<file path="config.mk">
export PLATFORM = sky130hd
export DESIGN_NAME = cp2_rx_port_flat
export DESIGN_NICKNAME = d
export VERILOG_FILES = /design/src/rtl/cp2_rx_port_if.sv /design/src/rtl/cp2_rx_port.sv /design/src/flat_wrapper.sv
export SDC_FILE = /design/constraint.sdc
export NUM_CORES = 1
export LEC_CHECK = 0
export ABC_AREA = 1
export ABC_CLOCK_PERIOD_IN_PS = 6600
export CAP_MARGIN = 20
export CORE_ASPECT_RATIO = 1.4
export CORE_UTILIZATION = 53
export DETAILED_ROUTE_END_ITERATION = 16
export PLACE_DENSITY = 0.74
export SYNTH_ARGS = -nofsm -noshare
export SYNTH_HDL_FRONTEND = slang
export SYNTH_SLANG_ARGS = --single-unit
export TNS_END_PERCENT = 1
</file>
<file path="constraint.sdc">
create_clock -name clk -period 6.6 [get_ports clk]
set_input_delay 1.32 -clock clk [delete_from_list [all_inputs] [get_ports clk]]
set_output_delay 1.32 -clock clk [all_outputs]
set_load 0.02 [all_outputs]
</file>
<file path="src/rtl/cp2_rx_port_if.sv">
// rtl/cp2_rx_port_if.sv - MEM-stage write channel and CP2 stream bundle for cp2_rx_port
// slave is the receiving port's view; master is the producer/consumer side.
interface cp2_rx_port_if #(
  parameter int DATA_W = 32
);
  logic              cp2_tds;
  logic [DATA_W-1:0] cp2_tdata;
  logic              cp2_tlast;
  logic              cp2_busy;
  logic              m_tvalid;
  logic              m_tready;
  logic [DATA_W-1:0] m_tdata;
  logic              m_tlast;

  modport slave (
    input  cp2_tds, cp2_tdata, cp2_tlast, m_tready,
    output cp2_busy, m_tvalid, m_tdata, m_tlast
  );

  modport master (
    output cp2_tds, cp2_tdata, cp2_tlast, m_tready,
    input  cp2_busy, m_tvalid, m_tdata, m_tlast
  );
endinterface

</file>
<file path="src/rtl/cp2_rx_port.sv">
// rtl/cp2_rx_port.sv - CP2 receive port: show-ahead FIFO, almost-full busy, frame counter
// Words are stored as {tlast, tdata}; level is tracked explicitly alongside the pointers.
module cp2_rx_port #(
  parameter int DATA_W       = 32,
  parameter int DEPTH        = 8,
  parameter int AFULL_MARGIN = 2,
  parameter int FCNT_W       = 16
) (
  input  logic                     clk,
  input  logic                     reset,
  cp2_rx_port_if.slave             bus,
  input  logic                     clr_err,
  output logic                     ovf_err,
  output logic [FCNT_W-1:0]        frame_cnt,
  output logic [$clog2(DEPTH):0]   level
);
  localparam int AW = $clog2(DEPTH);
  localparam int LW = AW + 1;
  localparam logic [LW-1:0] FULL_LVL  = LW'(DEPTH);
  localparam logic [LW-1:0] AFULL_LVL = LW'(DEPTH - AFULL_MARGIN);

  logic [DATA_W:0]   mem_q [DEPTH];
  logic [AW-1:0]     rd_ptr_q, rd_ptr_d;
  logic [AW-1:0]     wr_ptr_q, wr_ptr_d;
  logic [LW-1:0]     level_q, level_d;
  logic              busy_q, busy_d;
  logic              ovf_q, ovf_d;
  logic [FCNT_W-1:0] fcnt_q, fcnt_d;
  logic [DATA_W:0]   head;
  logic              rd_en, wr_en, not_empty;

  assign head      = mem_q[rd_ptr_q];
  assign not_empty = (level_q != '0);

  always_comb begin
    rd_en    = not_empty && bus.m_tready;
    // A full FIFO still takes a word when a slot frees up in the same cycle.
    wr_en    = bus.cp2_tds && ((level_q != FULL_LVL) || rd_en);
    rd_ptr_d = rd_en ? rd_ptr_q + 1'b1 : rd_ptr_q;
    wr_ptr_d = wr_en ? wr_ptr_q + 1'b1 : wr_ptr_q;
    level_d  = level_q;
    if (wr_en && !rd_en) begin
      level_d = level_q + 1'b1;
    end else if (rd_en && !wr_en) begin
      level_d = level_q - 1'b1;
    end
    busy_d = (level_d >= AFULL_LVL);
    ovf_d  = ovf_q;
    if (bus.cp2_tds && !wr_en) begin
      ovf_d = 1'b1;
    end else if (clr_err) begin
      ovf_d = 1'b0;
    end
    fcnt_d = (rd_en && head[DATA_W]) ? fcnt_q + 1'b1 : fcnt_q;
  end

  always_ff @(posedge clk) begin
    if (reset) begin
      rd_ptr_q <= '0;
      wr_ptr_q <= '0;
      level_q  <= '0;
      busy_q   <= 1'b0;
      ovf_q    <= 1'b0;
      fcnt_q   <= '0;
    end else begin
      rd_ptr_q <= rd_ptr_d;
      wr_ptr_q <= wr_ptr_d;
      level_q  <= level_d;
      busy_q   <= busy_d;
      ovf_q    <= ovf_d;
      fcnt_q   <= fcnt_d;
    end
  end

  // Storage needs no reset; entries are only observed while level is non-zero.
  always_ff @(posedge clk) begin
    if (!reset && wr_en) begin
      mem_q[wr_ptr_q] <= {bus.cp2_tlast, bus.cp2_tdata};
    end
  end

  assign bus.m_tvalid = not_empty;
  assign bus.m_tdata  = head[DATA_W-1:0];
  assign bus.m_tlast  = head[DATA_W] & not_empty;
  assign bus.cp2_busy = busy_q;
  assign ovf_err      = ovf_q;
  assign frame_cnt    = fcnt_q;
  assign level        = level_q;
endmodule

</file>
<file path="src/flat_wrapper.sv">
// flat-port wrapper written by rule: the top's interface ports become plain ports
module cp2_rx_port_flat 
#(
  parameter int DATA_W       = 32,
  parameter int DEPTH        = 8,
  parameter int AFULL_MARGIN = 2,
  parameter int FCNT_W       = 16
)
  (clk, reset, clr_err, ovf_err, frame_cnt, level, bus_cp2_tds, bus_cp2_tdata, bus_cp2_tlast, bus_m_tready, bus_cp2_busy, bus_m_tvalid, bus_m_tdata, bus_m_tlast);
  cp2_rx_port_if #(.DATA_W(DATA_W)) bus_i ();
  input  logic clk;
  input  logic reset;
  input  logic clr_err;
  output logic ovf_err;
  output logic [FCNT_W-1:0] frame_cnt;
  output logic [$clog2(DEPTH):0] level;
  input wire logic [$bits(bus_i.cp2_tds)-1:0] bus_cp2_tds;
  input wire logic [$bits(bus_i.cp2_tdata)-1:0] bus_cp2_tdata;
  input wire logic [$bits(bus_i.cp2_tlast)-1:0] bus_cp2_tlast;
  input wire logic [$bits(bus_i.m_tready)-1:0] bus_m_tready;
  output wire logic [$bits(bus_i.cp2_busy)-1:0] bus_cp2_busy;
  output wire logic [$bits(bus_i.m_tvalid)-1:0] bus_m_tvalid;
  output wire logic [$bits(bus_i.m_tdata)-1:0] bus_m_tdata;
  output wire logic [$bits(bus_i.m_tlast)-1:0] bus_m_tlast;
  assign bus_i.cp2_tds = bus_cp2_tds;
  assign bus_i.cp2_tdata = bus_cp2_tdata;
  assign bus_i.cp2_tlast = bus_cp2_tlast;
  assign bus_i.m_tready = bus_m_tready;
  assign bus_cp2_busy = bus_i.cp2_busy;
  assign bus_m_tvalid = bus_i.m_tvalid;
  assign bus_m_tdata = bus_i.m_tdata;
  assign bus_m_tlast = bus_i.m_tlast;
  cp2_rx_port #(.DATA_W(DATA_W), .DEPTH(DEPTH), .AFULL_MARGIN(AFULL_MARGIN), .FCNT_W(FCNT_W)) u_core (.clk(clk), .reset(reset), .bus(bus_i), .clr_err(clr_err), .ovf_err(ovf_err), .frame_cnt(frame_cnt), .level(level));
endmodule
</file>
After elaboration in Yosys (flattened, before gate mapping)
Memories as Yosys holds them, arrays and structs flattened. A register that Yosys moved wholly into a read port is not among the register bits. Index checks and enable logic that the tools add are counted.

Add/sub/neg operators: 5. Magnitude comparators: 1. Equality and inequality tests: 1. Multiplexer cells: 8. Bitwise logic cells: 1. Reductions and logical operators: 13.

Operator list (number): $add A16 B1 Y16 const B (1); $mux W4 (2); $logic_and A1 B1 Y1 (7); $add A3 B1 Y3 const B (2); $mux W3 (2); $add A4 B1 Y4 const B (1); $ge A4 B3 Y1 const B (1); $mux W1 (4); $ne A4 B4 Y1 const B (1); $reduce_bool A4 Y1 (1); $sub A4 B1 Y4 const B (1); $logic_not A1 Y1 (3); $reduce_bool A2 Y1 (1); $and A1 B1 Y1 (1); $logic_or A1 B1 Y1 (1).

Flip-flop bits (word level): 28. RAM bits: 264. Input port bits: 38. Memories kept: 1.

Memories: u_core.mem_q (words 8, bits a word 33, read ports 1, clocked after memory_dff 1, wr ports 1, line cp2_rx_port.sv:22) `logic [DATA_W:0] mem_q [DEPTH];`.

Logic depth before layout (Yosys ltp)
Depth after elaboration: 9. Depth in mapped cells: 12. Mapped depth without buffers: 12.

Worst setup path after synthesis
No wires, ideal clock.

Kind: input -> register. From: input bus_m_tready. To: memory u_core.mem_q[6][0] (netlist bit) (enable). Library setup time: 0.465 ns. Data arrival time: 4.075 ns. Data required time: 6.135 ns. Path slack: 2.060 ns. Cell stages on the path: 6. Buffers on the path: 0. Cells stage by stage: inv_1 > nand3_1 > nand2_1 > nor2_1 > inv_1 > nor3_1.

Word-level cells in the longest chain between the ends: 6.

RTL lines: from (decl) (line flat_wrapper.sv:20) `input wire logic [$bits(bus_i.m_tready)-1:0] bus_m_tready;`; $logic_and A1 B1 Y1 (line cp2_rx_port.sv:36) `rd_en = not_empty && bus.m_tready;`; $logic_or A1 B1 Y1 (line cp2_rx_port.sv:38) `wr_en = bus.cp2_tds && ((level_q != FULL_LVL) || rd_en);`; $logic_and A1 B1 Y1 (line cp2_rx_port.sv:38); $logic_and A1 B1 Y1 (line cp2_rx_port.sv:77) `if (!reset && wr_en) begin`; $mux W1 (line cp2_rx_port.sv:77); $mux W1 (not written as such) (line cp2_rx_port.sv:78) `mem_q[wr_ptr_q] <= {bus.cp2_tlast, bus.cp2_tdata};`; to (decl) (line cp2_rx_port.sv:22).

Every way passes these cells.

==> results.md <==
- Run status: complete, no violations
- RSZ-0062 raised after global routing: false
- Post-CTS setup buffers: 0
- IO Count: 94
- Resized cells post-CTS: 0
- Synth cell types: 26
- Net Sw Frac: 26.1%
- P_leak: 4.79 nW
- HP Class: flop to flop
- Root Driver: clkbuf_16
- Worst Hold Margin: 0.479 ns
- Die Ht: 178 um
- Crit path time final: between 5 and 6 ns
- Met1 usage: roughly a quarter
- Setup slack after layout: 1.47 ns
- Setup CP Type: flop to output pin
- Startpoint types: flop
- Largest net degree at the start of global routing: 86
- Initial Utilization: 53.9%
- Synthesized flop and latch total: 295
- Grt peak-use layer: met2
- Vias post-DR: 7752
- Max Freq: 195 MHz
- DR iter-0 viols: approximately 600
- DP Worst Slack: 2.01 ns
- # Max-Cap Violations: 0
- Drt drc: 0
- Pint: 3.30 mW
- Routed Antenna Nets: 0
- Worst-Skew Late Latency: 0.52 ns
- Worst slew pin tran: around 1.0 ns
- Endpoint type of the worst setup path: output pin
- Worst-path maximum fanout: around 70
- Sw Pwr: 1.17 mW
- Share of cells above drive strength 1: 6.80%
- Hold Buf Count CTS: 0
- Reg area: 8550 sq um
- Overflow after GRT: 0
- Core Area: 21900 sq um
- Vias in the first global route: ~7500
- Post-synthesis net count: around 1000
- Vias/cell: 5.54
- Detailed Place HPWL: 13.5 mm
- Most common cell after layout, fill and taps aside: edfxtp_1
- Reg clk slew, reported paths: 0.06 ns
- CTS tree: yes
- Slew Limit Headroom: 30.1%
- Peak supply drop: 0.000223 V
- Sequential share of power: between 40% and 50%
- First-pass DRT Iterations: 5
- Most frequent cells in the layout: edfxtp_1, nand2_1, nor2_1
- Area growth, synth to finish: 18.7%
- Met2 Usage GRT: a little under two fifths
- Final period utilization: 77.7%
- Sink Count: 295
- Avg Cell Area, Syn: 11.8 sq um
- Global-route total usage across every layer: 21.6%
- Clk buf depth: 3
- CTS H-tree lvls: 1
- Multi-input gate area: 2910 sq um
- Final max-slew violation count: 0
- WL per Instance: 17.4 um
- Clock Skew: about 0.0085 ns
- Die footprint: 22800 sq um
- Final hold violations: 0
- Ant diodes: 0
- Final Util: 63.9%
- Final setup TNS: 0 ns
- Post-synthesis sequential area ratio: 72.6%
- Die Width: 128 um
- Port-buffer cells: 93
- WP data arrival: between 3 and 4 ns
- Required @ worst endpoint: 5.28 ns
- GRT met3 Usage: between 3 and 4%
- Fill cells: 1601
- Antenna violations before repair: 0
- Post-synthesis instance area: roughly 12000 sq um
- Routability Congestion: 0.806
- Rows: between 60 and 70
- Clock power share: 35.9%
- # setup viols final: 0
- First-pass GRT wire length: between 30 and 40 mm
- Nets: 1128
- Yosys Warn Count: 0
- Comb pwr share: between 15 and 20%
- Routed WL: 24.3 mm
- Pwr dens: between 300 and 400 nW/um^2
- CTS Buf Count: 27
- Post-Syn Instances: around 1000
synthesized netlist by cell type, drive strengths merged:
master  number  share of area [%]
nand4        6               0.32
ha           5               0.53
clkbuf      40                1.3
nand3b       1              0.064
a21oi       24                1.0
xor2         4               0.30
buf         13               0.60
and3         1              0.053
nor3         5               0.21
xnor2        7               0.52
edfxtp     264                 67
dfxtp       31                5.3
o21ai      137                5.8
inv         38                1.2
nand2      179                5.7
nor2       158                5.1
nor3b        1              0.064
nand3       23                1.1
o22ai       64                3.4
logic make-up (layout without fill, tap and decap cells):
group                    count (synthesis)  after routing  synth area share [%]
AO/OA/AOI/OAI                          225            225                  10.2
XOR/XNOR                                11             11                 0.818
adder cells (fa/ha/maj)                  5              5                 0.531
buffers and inverters                   91            193                  3.08
flip-flops                             295            295                  72.6
AND/OR/NAND/NOR                        374            374                  12.7
routing by layer:
layer,part of all wire [%],vias up
li1,-,3715
met1,41,3751
met2,51,234
met3,5.1,52
met4,2.3,0
met5,0,-
worst max-delay path, cell delays in order (launching register included):
cell	delay, ns
dfxtp_4	0.69
clkinv_2	0.86
buf_4	0.62
o21ai_0	0.26
o22ai_1	0.09
nand2_1	0.10
nand2_1	0.06
clkdlybuf4s50_1	0.53
power by group through the flow:
stage               sequential [mW]  clock (mW)  combinational [mW]
CTS                            2.12        1.62               0.752
finish                         2.12        1.60               0.749
floorplan                      2.13           0               0.468
global placement               2.15           0               0.731
global route                   2.12        1.69               0.824
detailed placement             2.16           0               0.747
registers in the layout, indices dropped and copies added (netlist names), named ones only:
name                 flops
u_core.level             4
u_core.bus.cp2_busy      1
u_core.wr_ptr_q          3
u_core.mem_q           264
u_core.ovf_err           1
u_core.rd_ptr_q          3
u_core.frame_cnt        16
worst paths after layout:
kind,startpoint,to,slack [ns],cells past startpoint
worst min-delay path,u_core.ovf_err,u_core.ovf_err,0.48,2
worst min register to register,u_core.ovf_err,u_core.ovf_err,0.48,2
worst max-delay path,flop,bus_m_tdata[15],1.47,7
worst max register to register,u_core.level[0],u_core.mem_q[6][15],3.43,10
stage by stage:
| step | area, sq um | power (mW) | instances |
|---|---|---|---|
| floorplan | 11800 | 2.60 | 1001 |
| global placement | 13000 | 2.89 | 1351 |
| detailed placement | 13000 | 2.90 | 1352 |
| CTS | 14000 | 4.49 | 1399 |
| global route | 14000 | 4.63 | 1400 |
| finish | 14000 | 4.47 | 1400 |
cell type report:
class / instances / share of cell area [%]
Tap cell: 297 / 2.66
Clock inverter: 17 / 1.65
Clock buffer: 30 / 4.92
Timing Repair Buffer: 108 / 7.70
Sequential cell: 295 / 61.2
Multi-Input combinational cell: 615 / 20.8
Inverter: 38 / 1.03
(Power assumes the default switching activity.)
